File: config.mk
export PLATFORM = sky130hd
export DESIGN_NAME = iir_seq_ctrl
export DESIGN_NICKNAME = d
export VERILOG_FILES = /design/src/rtl/iir_seq_ctrl.sv
export SDC_FILE = /design/constraint.sdc
export NUM_CORES = 1
export LEC_CHECK = 0
export BUFFER_PORTS_ARGS = -buffer_cell sky130_fd_sc_hd__clkbuf_2
export CAP_MARGIN = 20
export CORE_MARGIN = 2
export CORE_UTILIZATION = 45
export CTS_BUF_LIST = sky130_fd_sc_hd__clkbuf_2
export CTS_CLUSTER_SIZE = 10
export DETAILED_ROUTE_END_ITERATION = 10
export GPL_TIMING_DRIVEN = 0
export PLACE_DENSITY = 0.71
export SLEW_MARGIN = 20
export SYNTH_ARGS = -nofsm -noshare
export SYNTH_HDL_FRONTEND = slang
export SYNTH_SLANG_ARGS = --single-unit
File: constraint.sdc
create_clock -name CLK -period 4 [get_ports CLK]
set_input_delay 0 -clock CLK [delete_from_list [all_inputs] [get_ports CLK]]
set_output_delay 0 -clock CLK [all_outputs]
set_load 0.01 [all_outputs]
File: src/rtl/iir_seq_ctrl.sv
// Run sequencer for a single myiir filter: shadow/active coefficient banks, filter
// clear pulse, gap-paced sample feed, output counting with a drain watchdog.
module iir_seq_ctrl #(
    parameter int NB     = 13,
    parameter int CNT_W  = 16,
    parameter int GAP_W  = 4,
    parameter int TO_CYC = 64
) (
    input  logic             CLK,
    input  logic             RST_n,
    input  logic             CFG_WE,
    input  logic [1:0]       CFG_ADDR,
    input  logic [NB-1:0]    CFG_DATA,
    input  logic             START,
    input  logic [CNT_W-1:0] NSAMP,
    input  logic             SRC_VALID,
    input  logic [NB-1:0]    SRC_DATA,
    output logic             SRC_READY,
    output logic             FLT_RST_n,
    output logic [NB-1:0]    FLT_DIN,
    output logic             FLT_VIN,
    output logic [NB-1:0]    FLT_A1,
    output logic [NB-1:0]    FLT_B0,
    output logic [NB-1:0]    FLT_B1,
    input  logic             FLT_VOUT,
    output logic             BUSY,
    output logic             DONE,
    output logic             ERR
);

    localparam int WD_W = $clog2(TO_CYC + 1);
    localparam logic [WD_W-1:0] WD_LOAD = WD_W'(TO_CYC);

    typedef enum logic [2:0] {
        S_IDLE,
        S_CLEAR,
        S_FEED,
        S_DRAIN,
        S_FIN
    } state_t;

    state_t            state_q, state_d;
    logic              clr_cnt_q, clr_cnt_d;
    logic [NB-1:0]     a1_sh_q, a1_sh_d;
    logic [NB-1:0]     b0_sh_q, b0_sh_d;
    logic [NB-1:0]     b1_sh_q, b1_sh_d;
    logic [GAP_W-1:0]  gap_sh_q, gap_sh_d;
    logic [NB-1:0]     a1_q, a1_d;
    logic [NB-1:0]     b0_q, b0_d;
    logic [NB-1:0]     b1_q, b1_d;
    logic [GAP_W-1:0]  gap_q, gap_d;
    logic [CNT_W-1:0]  nsamp_q, nsamp_d;
    logic [CNT_W-1:0]  in_cnt_q, in_cnt_d;
    logic [CNT_W-1:0]  out_cnt_q, out_cnt_d;
    logic [GAP_W-1:0]  gap_cnt_q, gap_cnt_d;
    logic [WD_W-1:0]   wd_cnt_q, wd_cnt_d;
    logic [NB-1:0]     flt_din_q, flt_din_d;
    logic              flt_vin_q, flt_vin_d;
    logic              flt_rst_n_q, flt_rst_n_d;
    logic              busy_q, busy_d;
    logic              done_q, done_d;
    logic              err_q, err_d;
    logic              src_ready;

    assign src_ready = (state_q == S_FEED) && (gap_cnt_q == '0) && (in_cnt_q < nsamp_q);

    always_comb begin
        state_d   = state_q;
        clr_cnt_d = clr_cnt_q;
        a1_sh_d   = a1_sh_q;
        b0_sh_d   = b0_sh_q;
        b1_sh_d   = b1_sh_q;
        gap_sh_d  = gap_sh_q;
        a1_d      = a1_q;
        b0_d      = b0_q;
        b1_d      = b1_q;
        gap_d     = gap_q;
        nsamp_d   = nsamp_q;
        in_cnt_d  = in_cnt_q;
        out_cnt_d = out_cnt_q;
        gap_cnt_d = gap_cnt_q;
        wd_cnt_d  = wd_cnt_q;
        flt_din_d = flt_din_q;
        flt_vin_d = 1'b0;
        done_d    = 1'b0;
        err_d     = err_q;

        // Filter outputs are only meaningful while a run is streaming or draining.
        if (FLT_VOUT && ((state_q == S_FEED) || (state_q == S_DRAIN))) begin
            if (out_cnt_q == nsamp_q) begin
                err_d = 1'b1;
            end else begin
                out_cnt_d = out_cnt_q + CNT_W'(1);
            end
        end

        case (state_q)
            S_IDLE: begin
                if (CFG_WE) begin
                    case (CFG_ADDR)
                        2'd0:    a1_sh_d  = CFG_DATA;
                        2'd1:    b0_sh_d  = CFG_DATA;
                        2'd2:    b1_sh_d  = CFG_DATA;
                        default: gap_sh_d = CFG_DATA[GAP_W-1:0];
                    endcase
                end
                if (START) begin
                    err_d = 1'b0;
                    if (NSAMP != '0) begin
                        a1_d      = a1_sh_q;
                        b0_d      = b0_sh_q;
                        b1_d      = b1_sh_q;
                        gap_d     = gap_sh_q;
                        nsamp_d   = NSAMP;
                        in_cnt_d  = '0;
                        out_cnt_d = '0;
                        gap_cnt_d = '0;
                        clr_cnt_d = 1'b0;
                        state_d   = S_CLEAR;
                    end else begin
                        done_d = 1'b1;
                    end
                end
            end
            S_CLEAR: begin
                clr_cnt_d = 1'b1;
                if (clr_cnt_q) begin
                    state_d = S_FEED;
                end
            end
            S_FEED: begin
                if (gap_cnt_q != '0) begin
                    gap_cnt_d = gap_cnt_q - GAP_W'(1);
                end
                if (SRC_VALID && src_ready) begin
                    flt_din_d = SRC_DATA;
                    flt_vin_d = 1'b1;
                    in_cnt_d  = in_cnt_q + CNT_W'(1);
                    gap_cnt_d = gap_q;
                    if (in_cnt_q + CNT_W'(1) == nsamp_q) begin
                        wd_cnt_d = WD_LOAD;
                        state_d  = S_DRAIN;
                    end
                end
            end
            S_DRAIN: begin
                if (FLT_VOUT) begin
                    wd_cnt_d = WD_LOAD;
                end else if (wd_cnt_q <= WD_W'(1)) begin
                    err_d   = 1'b1;
                    state_d = S_FIN;
                end else begin
                    wd_cnt_d = wd_cnt_q - WD_W'(1);
                end
                if (out_cnt_d == nsamp_q) begin
                    state_d = S_FIN;
                end
            end
            S_FIN: begin
                state_d = S_IDLE;
            end
            default: begin
                state_d = S_IDLE;
            end
        endcase

        // Status and filter reset are registered from the next state so they are glitch-free.
        busy_d      = (state_d == S_CLEAR) || (state_d == S_FEED) || (state_d == S_DRAIN);
        done_d      = done_d || (state_d == S_FIN);
        flt_rst_n_d = (state_d != S_CLEAR);
    end

    always_ff @(posedge CLK or negedge RST_n) begin
        if (!RST_n) begin
            state_q     <= S_IDLE;
            clr_cnt_q   <= 1'b0;
            a1_sh_q     <= '0;
            b0_sh_q     <= '0;
            b1_sh_q     <= '0;
            gap_sh_q    <= '0;
            a1_q        <= '0;
            b0_q        <= '0;
            b1_q        <= '0;
            gap_q       <= '0;
            nsamp_q     <= '0;
            in_cnt_q    <= '0;
            out_cnt_q   <= '0;
            gap_cnt_q   <= '0;
            wd_cnt_q    <= '0;
            flt_din_q   <= '0;
            flt_vin_q   <= 1'b0;
            flt_rst_n_q <= 1'b0;
            busy_q      <= 1'b0;
            done_q      <= 1'b0;
            err_q       <= 1'b0;
        end else begin
            state_q     <= state_d;
            clr_cnt_q   <= clr_cnt_d;
            a1_sh_q     <= a1_sh_d;
            b0_sh_q     <= b0_sh_d;
            b1_sh_q     <= b1_sh_d;
            gap_sh_q    <= gap_sh_d;
            a1_q        <= a1_d;
            b0_q        <= b0_d;
            b1_q        <= b1_d;
            gap_q       <= gap_d;
            nsamp_q     <= nsamp_d;
            in_cnt_q    <= in_cnt_d;
            out_cnt_q   <= out_cnt_d;
            gap_cnt_q   <= gap_cnt_d;
            wd_cnt_q    <= wd_cnt_d;
            flt_din_q   <= flt_din_d;
            flt_vin_q   <= flt_vin_d;
            flt_rst_n_q <= flt_rst_n_d;
            busy_q      <= busy_d;
            done_q      <= done_d;
            err_q       <= err_d;
        end
    end

    assign SRC_READY = src_ready;
    assign FLT_RST_n = flt_rst_n_q;
    assign FLT_DIN   = flt_din_q;
    assign FLT_VIN   = flt_vin_q;
    assign FLT_A1    = a1_q;
    assign FLT_B0    = b0_q;
    assign FLT_B1    = b1_q;
    assign BUSY      = busy_q;
    assign DONE      = done_q;
    assign ERR       = err_q;

endmodule

==> impl_metrics.ini, run 1 <==
[yosys]
ys_seq_area_share_pct = 49.18
synth-edff-count = 0
async_flop_share_pct = 100.0
synth_area_um2 = 8498
yosys_register_bits = 167
syn-num-nets = 887
synthCells = 816
synth_cell_types = 68
avgSynthCellArea_um2 = 10.41
synth-main-ff-cell = dfrtp_1
yosys_warnings = 0

[global_routing]
grt_pass1_vias = 7104
use_met3_pct = 6.244
antenna_found_initial = 1
top_usage_layer = met2
grt_pass1_wl_mm = 36.69
grt_util_met1_pct = 28.90
grt_use_total_pct = 23.36
gr-total-overflow = 0
grt_max_degree = 93
use_met2_pct = 40.09

[drt]
vias_per_cell = 5.459
routed_wl_mm = 22.55
ant_nets = 0
dr.pass1.iters = 5
dr_total_vias = 7015
wl_per_cell_um = 17.55
drtIter0Drc = 480
drc = 0

[setup_path]
startpoint_type = register
arrival_ns = 4.33
crit_required_ns = 4.68
r2r_end = in_cnt_q[14]
endpoint_kind = register
ff2ff_setup_slack_ns = 0.36
r2r-start = nsamp_q[1]
worstPathMaxFanout = 10
path_class = reg2reg
r2r.worst_path.cells = 14

[finish]
instances_no_fill = 1285
nNetsFinal = 1109
final_cell_mix = dfrtp_1 (167), clkbuf_2 (122), nand2_1 (101)
fill_cells = 1598
insertedDiodeCount = 0
layout_commonest_cell = dfrtp_1
drive_gt1_share_pct = 24.17
area_growth_pct = 25.25
fin_area_um2 = 10640

[timing]
finalSetupTns_ns = 0
rsz0062_at_grt = no
slew_viol_final = 0
finalHoldViolCount = 0
relSlewSlack_pct = 41.92
finClkSkew_ns = 0.05548
whs_ns = 0.05646
max_slew.worst_pin.slew_ns = 0.8633
max_freq_ghz = 0.2745
setup_violations = 0
fin_crit_ns = 3.642
fin_crit_sh_pct = 91.06

[floorplanning]
rows = 50
dieArea_um2 = 20000
initial_core_util_pct = 45.58
ios = 108
die_x_um = 141.4
fp.dieH_um = 141.4
core_um2 = 18640

[placement]
dpl-instance-area_um2 = 9358
gp_congestion = 0.9087
port_buffers = 106
hpwl_mm = 15.30
placed_cells = 1157

[clock_network]
cts_buffer_depth = 2
cts_num_sinks = 167
cts_tree = built
post_cts_buffers = 0
clkSlewWorstSetupHoldPaths_ns = 0.28
clockRootBuffer = clkbuf_2
htreeDepth = 4
clock_latency_ns = 0.79
numCtsBuffers = 17

[worst_hold_path]
min_to = b1_sh_q[12]
worstHoldPathCells = 3
min_from = CFG_DATA[12]
hp-class = in2reg

[pwr]
p_leak_uw = 0.005088
cellPowerDensity_nw_per_um2 = 539.5
ir_worst_vdd_mv = 0.3060

[run_status]
status = finished, final reports clean

[run]
cap_viol_max_count = 0
## layout make-up
class	count	area, um2	share of cell area, %
Sequential cell	167	4179	39.26
Buffer	43	190.2	1.787
Inverter	27	101.3	0.9522
Timing Repair Buffer	204	1555	14.61
Clock buffer	17	85.08	0.7993
Clock inverter	15	209.0	1.963
Multi-Input combinational cell	578	4031	37.87
Tap cell	234	292.8	2.751
## cell usage after synthesis (2+ instances only)
| cell | number | area (um2) |
|---|---|---|
| dfrtp_1 | 167 | 4179 |
| nand2_1 | 101 | 379.1 |
| mux2_2 | 87 | 979.7 |
| nor2_1 | 65 | 244.0 |
| o21ai_0 | 57 | 285.3 |
| clkbuf_1 | 28 | 105.1 |
| xnor2_1 | 28 | 245.2 |
| xor2_1 | 27 | 236.5 |
| inv_1 | 26 | 97.59 |
| a21oi_1 | 21 | 105.1 |
| ha_1 | 21 | 262.8 |
| nand4_1 | 16 | 100.1 |
| nor3_1 | 15 | 75.07 |
| nand3_1 | 13 | 65.06 |
| o31ai_1 | 12 | 90.09 |
| buf_2 | 11 | 55.05 |
| nor4_1 | 11 | 68.82 |
| nand2b_1 | 7 | 43.79 |
| a21o_1 | 6 | 45.04 |
| nor4b_1 | 6 | 52.55 |
| nand3b_1 | 5 | 37.54 |
| a211oi_1 | 4 | 30.03 |
| and3_1 | 4 | 25.02 |
| and4_1 | 4 | 35.03 |
| nand4b_1 | 4 | 35.03 |
| o41ai_1 | 4 | 35.03 |
| a31oi_1 | 3 | 18.77 |
| and2_1 | 3 | 18.77 |
| mux2i_1 | 3 | 30.03 |
| nor2b_1 | 3 | 18.77 |
| or3_1 | 3 | 18.77 |
| or4b_1 | 3 | 30.03 |
| a211o_1 | 2 | 17.52 |
| a22oi_1 | 2 | 15.01 |
| a2bb2oi_1 | 2 | 17.52 |
| a31o_1 | 2 | 17.52 |
| a31o_2 | 2 | 17.52 |
| a41oi_1 | 2 | 17.52 |
| buf_1 | 2 | 7.510 |
| buf_4 | 2 | 15.01 |
| nor4_4 | 2 | 42.54 |
| o21a_1 | 2 | 15.01 |
| o21ai_1 | 2 | 10.01 |
| or4_1 | 2 | 15.01 |
## how the worst max path moves through the flow
stage	start	to	slack, ns	depth (start not counted)
2_1_floorplan	out_cnt_q[0]	BUSY	1.13	11
3_3_place_gp	RST_n	a1_sh_q[6]	-0.11	1
3_5_place_dp	nsamp_q[3]	in_cnt_q[13]	0.18	13
4_1_cts	nsamp_q[3]	in_cnt_q[14]	0.09	13
5_1_grt	nsamp_q[1]	in_cnt_q[14]	0.03	14
6_report	nsamp_q[1]	in_cnt_q[14]	0.36	14
## state kept, by name (all words and copies together), names as in the netlist, 3 cells and up
name,cells
FLT_DIN,13
FLT_B0,13
b1_sh_q,13
out_cnt_q,16
in_cnt_q,16
nsamp_q,16
FLT_B1,13
wd_cnt_q,7
state_q,3
FLT_A1,13
gap_q,4
gap_cnt_q,4
a1_sh_q,13
gap_sh_q,4
b0_sh_q,13
## layer usage
layer	up-vias	wire length [um]
met3	33	1406
met2	204	10990
met5	-	13
met1	3445	9702
met4	2	437
li1	3331	-
## report_power, final
group | internal (uW) | leakage (uW) | switching [uW]
Sequential | 2100 | 0.00219 | 446
Clock | 277 | 0.000163 | 718
Combinational | 988 | 0.00274 | 1210
Total | 3370 | 0.00509 | 2370
## cell families after synthesis
| kind of cell | after synthesis | share of synthesized area, % |
|---|---|---|
| XOR/XNOR | 56 | 5.934 |
| buffers and inverters | 71 | 3.475 |
| flip-flops | 167 | 49.18 |
| AND/OR/NAND/NOR | 276 | 16.46 |
| multiplexers | 91 | 12.01 |
| AO/OA/AOI/OAI | 134 | 9.850 |
| adder cells (fa/ha/maj) | 21 | 3.092 |
## critical path: stages, from the launching register on
cell,delay (ns)
dfrtp_1,0.55
inv_1,0.10
ha_1,0.28
nor2b_1,0.12
o21a_1,0.12
o21a_1,0.10
o21ai_0,0.09
a211oi_2,0.33
or3_1,0.16
clkbuf_1,0.36
clkinv_1,0.34
nor2_2,0.35
clkbuf_1,0.38
o21ai_0,0.16
o31ai_1,0.09
## per-stage QoR
stage	setup WS (ns)	power, uW	utilization, %
after floorplan	1.132	3983	-
after global placement	-0.1135	4598	50.00
after detailed placement	0.1821	4666	50.19
after CTS	0.08996	5754	57.02
after global routing	0.02631	6189	57.09
final	0.3576	5743	57.09
## timing repair
action                                 CTS  global route
resized for setup                        0             2
endpoints found under the hold margin  261             1
setup endpoints to repair                0            10
hold buffers                            96             1
Power figures use the tool's default switching activity.
==> inputs of run 2 (changes only) <==
RECOVER_POWER = 50   (was default)
==> run 2 against run 1 <==
Compared with the run above:
- the run now ends with capacitance limit, slew limit left
- total power shrank 0.36%
- register-to-register slack better by 0.02 ns
- sequential power hardly changed
- hold slack got worse by 0.014 ns
- clock skew is essentially flat
- via count grew 0.37%
- sequential share of layout area grew 0.34 points
- combinational power barely moved
- largest power group unchanged
==> impl_metrics.ini, run 2 (synthesized netlist as in run 1, its figures left out) <==
[finish]
multi_input_area_um2 = 4031
fin_util_pct = 56.60
fin_area_um2 = 10550
layout_commonest_cell = dfrtp_1
fill_cells = 1612
insertedDiodeCount = 0
regArea_um2 = 4179
top_regs = in_cnt_q: 16 flops, nsamp_q: 16 flops, out_cnt_q: 16 flops
drive_gt1_share_pct = 21.31
nNetsFinal = 1109
area_growth_pct = 24.18
final_cell_mix = dfrtp_1 (167), nand2_1 (101), dlygate4sd3_1 (96)

[clock_network]
numCtsBuffers = 17
post_cts_buffers = 0
clkSlewWorstSetupHoldPaths_ns = 0.28
clock_latency_ns = 0.80
cts_tree = built
clockRootBuffer = clkbuf_2
cts_num_sinks = 167
htreeDepth = 4
cts_buffer_depth = 2

[worst_hold_path]
hp-class = in2reg
min_from = CFG_DATA[12]
min_to = b1_sh_q[12]
worstHoldPathCells = 3

[drt]
ant_nets = 0
vias_per_cell = 5.479
dr.pass1.iters = 6
drtIter0Drc = 519
dr_total_vias = 7041
wl_per_cell_um = 17.51
drc = 0
routed_wl_mm = 22.50

[timing]
max_slew.worst_pin.slew_ns = 2.264
finalSetupTns_ns = 0
setup_violations = 0
fin_crit_sh_pct = 90.58
relSlewSlack_pct = -50.94
rsz0062_at_grt = no
finalHoldViolCount = 0
slew_viol_final = 169
fin_crit_ns = 3.623
max_freq_ghz = 0.2760
fin_ws_ns = 0.3768
finClkSkew_ns = 0.05565

[setup_path]
ff2ff_setup_slack_ns = 0.38
startpoint_type = register
r2r.worst_path.cells = 14
r2r_end = in_cnt_q[14]
crit_required_ns = 4.70
arrival_ns = 4.32
path_class = reg2reg
r2r-start = nsamp_q[1]
endpoint_kind = register
worstPathMaxFanout = 10

[pwr]
internal_power_uw = 3350
ir_worst_vdd_mv = 0.3056
cellPowerDensity_nw_per_um2 = 542.2
power.share.clock_pct = 17.4
power.switching_uw = 2372
p_leak_uw = 0.004969
p_seq_share_pct = 44.6
power_frac_comb_pct = 38.0
sw_frac_of_total_pct = 41.46

[floorplanning]
fp.dieH_um = 141.4
dieArea_um2 = 20000
initial_core_util_pct = 45.58
ios = 108
rows = 50
die_x_um = 141.4
core_um2 = 18640

[global_routing]
grt_max_degree = 93
use_met3_pct = 6.244
use_met2_pct = 40.09
antenna_found_initial = 1
grt_util_met1_pct = 28.90
top_usage_layer = met2
grt_pass1_wl_mm = 36.69
gr-total-overflow = 0
grt_use_total_pct = 23.36
grt_pass1_vias = 7104

[placement]
gp_congestion = 0.9087
dpl-instance-area_um2 = 9358
hpwl_mm = 15.30
port_buffers = 106
place_ws_ns = 0.1821

[run_status]
status = finished with violations
violations = capacitance limit, slew limit

[run]
cap_viol_max_count = 2
## run 2: worst max-delay path by stage
stage | from | endpoint | slack, ns
final | nsamp_q[1] | in_cnt_q[14] | 0.38
after CTS | nsamp_q[3] | in_cnt_q[14] | 0.09
after global placement | RST_n | a1_sh_q[6] | -0.11
after detailed placement | nsamp_q[3] | in_cnt_q[13] | 0.18
after floorplan | out_cnt_q[0] | BUSY | 1.13
after global routing | nsamp_q[1] | in_cnt_q[14] | 0.03
## run 2: critical path: stages, from the launching register on
cell and delay, ns:
dfrtp_1 0.55, inv_1 0.10, ha_1 0.28, nor2b_1 0.12, o21a_1 0.12, o21a_1 0.10
o21ai_0 0.09, a211oi_2 0.33, or3_1 0.16, clkbuf_1 0.36, clkinv_1 0.34, nor2_2 0.34
clkbuf_1 0.38, o21ai_0 0.16, o31ai_1 0.09
## run 2: per-layer routing
metal  vias up  share of wire (%)
met2       224                 49
met5         -              0.058
met3        35                6.4
met4         2                2.0
li1       3331                  -
met1      3449                 43
## run 2: area by class of cell
type	instances	area share (%)
clock inverter	15	1.980
inverter	27	0.9604
buffer	43	1.802
sequential	167	39.60
timing repair buffer	204	13.87
clock buffer	17	0.8063
tap	234	2.774
multi-input combinational	578	38.20
## run 2: repair_timing
| item | 4_1_cts | 5_1_grt |
|---|---|---|
| hold endpoints to repair | 261 | 1 |
| setup endpoints to repair | 0 | 10 |
| hold buffers | 96 | 1 |
| resized for setup | 0 | 2 |
## run 2: power groups by stage
stage	clock network (uW)	registers (uW)	logic, uW
2_1_floorplan	0	2480	1510
3_3_place_gp	0	2550	2050
3_5_place_dp	0	2560	2100
4_1_cts	1020	2530	2200
5_1_grt	1100	2610	2460
6_report	996	2550	2180
## run 2: stage by stage
stage | hold WS [ns] | total power, uW | std cells
final | 0.04291 | 5722 | 1285
after global routing | 0.008033 | 6168 | 1285
after CTS | 0.003137 | 5754 | 1285
after detailed placement | 0.06329 | 4666 | 1157
after global placement | 0.1924 | 4598 | 1156
after floorplan | -0.2956 | 3983 | 816
==> inputs of run 3 (changes only) <==
--- a/config.mk
+++ b/config.mk
@@ -13,5 +13,5 @@
 export CTS_CLUSTER_SIZE = 10
 export DETAILED_ROUTE_END_ITERATION = 10
-export GPL_TIMING_DRIVEN = 0
+export HOLD_SLACK_MARGIN = 0.08
 export PLACE_DENSITY = 0.71
 export RECOVER_POWER = 50
==> constraint.sdc (replaced) <==
create_clock -name CLK -period 4 [get_ports CLK]
set_input_delay 0 -clock CLK [delete_from_list [all_inputs] [get_ports CLK]]
set_output_delay 0 -clock CLK [all_outputs]
set_load 0.02 [all_outputs]
==> run 3 against run 2 <==
Compared with the run above:
- the flow still finishes with violations (capacitance limit, slew limit)
- die area did not move
- clock power fell by 6.7%
- clock skew decreased by 0.00059 ns
- wire length hardly changed
- count of clock-buffer cells in the layout unchanged
- largest power group unchanged
- worst setup slack better by 0.11 ns
- flip-flop and latch count did not move
- non-clock buffer count down 25
- final cell count down 1.9%
- critical path depth is 5 lower
- highest routed layer is now met4
- critical endpoint is now wd_cnt_q[0]
==> impl_metrics.ini, run 3 (synthesized netlist as in run 1, its figures left out) <==
[run_status]
status = finished with violations
violations = capacitance limit, slew limit

[floorplanning]
dieArea_um2 = 20000
initial_core_util_pct = 45.58
ios = 108
core_um2 = 18640
die_x_um = 141.4
fp.dieH_um = 141.4
rows = 50

[setup_path]
crit_required_ns = 4.62
slowest_delay_ns = 0.68
endpoint_kind = register
startpoint_type = register
path_buf_inv = 0
path_class = reg2reg
critPathTopFamily = simple AND/OR/NAND/NOR gates
crit_chain = ha_1 > nand3_1 > nor4_1 > xnor2_1 > nand4_1 > or3_4 > nor4_4 > a21oi_2 > mux2_1
arrival_ns = 4.13
worstPathMaxFanout = 8
slowest_stage = nor4_1

[timing]
finalHoldViolCount = 0
fin_crit_ns = 3.513
whs_ns = 0.2040
finalSetupTns_ns = 0
fin_crit_sh_pct = 87.84
relSlewSlack_pct = -73.99
rsz0062_at_grt = no
finClkSkew_ns = 0.05506
slew_viol_final = 170
max_slew.worst_pin.slew_ns = 2.610
setup_violations = 0
max_freq_ghz = 0.2846

[global_routing]
grt_use_total_pct = 22.79
antenna_found_initial = 0
grt_pass1_wl_mm = 35.89
grt_max_degree = 104
gr-total-overflow = 0
grt_pass1_vias = 6989

[clock_network]
cts_num_sinks = 167
clockRootBuffer = clkbuf_2
numCtsBuffers = 17
clkSlewWorstSetupHoldPaths_ns = 0.26
cts_tree = built
cts_buffer_depth = 2
cts_resized = 0
clock_latency_ns = 0.75
htreeDepth = 4

[drt]
ant_nets = 0
dr_total_vias = 6917
vias_per_cell = 5.490
routed_wl_mm = 22.51
drc = 0
dr.pass1.iters = 5
wl_per_cell_um = 17.86
drtIter0Drc = 431

[pwr]
p_seq_share_pct = 44.3
sw_frac_of_total_pct = 42.76
power_frac_comb_pct = 39.7
total_power_uw = 5808
p_leak_uw = 0.004943
ir_worst_vdd_mv = 0.4126
power.switching_uw = 2484
internal_power_uw = 3324
cellPowerDensity_nw_per_um2 = 554.5
power.share.clock_pct = 16.0

[finish]
final_cell_mix = dfrtp_1 (167), nand2_1 (101), dlygate4sd3_1 (100)
nNetsFinal = 1084
fin_util_pct = 56.18
area_growth_pct = 23.25
fin_area_um2 = 10470
top_regs = in_cnt_q: 16 flops, nsamp_q: 16 flops, out_cnt_q: 16 flops
insertedDiodeCount = 0
drive_gt1_share_pct = 21.64
layout_commonest_cell = dfrtp_1

[placement]
gp_congestion = 0.8647
port_buffers = 107
hpwl_mm = 14.62
dpl-instance-area_um2 = 9256

[run]
cap_viol_max_count = 3

[worst_hold_path]
hp-class = in2reg
## run 3: repair_timing
item | in CTS | in global routing
setup buffers | 0 | 0
hold buffers | 101 | 0
endpoints found under the setup margin | 0 | 0
hold endpoints to repair | 235 | 0
## run 3: worst min-delay path: cells and delay by family
| kind | cells | cell delay [ns] |
|---|---|---|
| AO/OA/AOI/OAI | 1 | 0.07 |
| buffers and inverters | 2 | 0.66 |
| AND/OR/NAND/NOR | 1 | 0.19 |
## run 3: metrics by stage
step	worst slack [ns]	instances
after global placement	0.5921	1127
after global routing	0.2189	1260
after detailed placement	0.5913	1127
final	0.4865	1260
after CTS	0.5133	1260
after floorplan	1.132	816
## run 3: power by group through the flow
stage | clock (uW) | sequential (uW) | combinational (uW)
5_1_grt | 1040 | 2630 | 2570
2_1_floorplan | 0 | 2550 | 1510
3_5_place_dp | 0 | 2600 | 2170
3_3_place_gp | 0 | 2580 | 2140
4_1_cts | 963 | 2560 | 2320
6_report | 929 | 2570 | 2310
## run 3: final timing paths
path,from,to,slack (ns),depth (start not counted)
max,in_cnt_q[0],wd_cnt_q[0],0.49,9
min,START,DONE,0.20,4
max reg2reg,in_cnt_q[0],wd_cnt_q[0],0.49,9
min reg2reg,FLT_DIN[3],FLT_DIN[3],0.52,2
max in group asynchronous,RST_n,FLT_A1[12],0.93,4
min in group asynchronous,RST_n,FLT_B1[6],1.09,4
## run 3: cell type report
cell class,count,area (um2)
fill,1610,8169
clock inverter,15,177.7
timing repair buffer,222,1602
sequential,167,4179
tap,234,292.8
inverter,27,101.3
clock buffer,17,85.08
multi-input combinational,578,4036
## run 3: per-layer routing
layer,wire length [um],track usage [%]
met1,9554,28.63
met5,0,0
met3,1463,6.682
met2,11160,39.04
met4,323,5.316
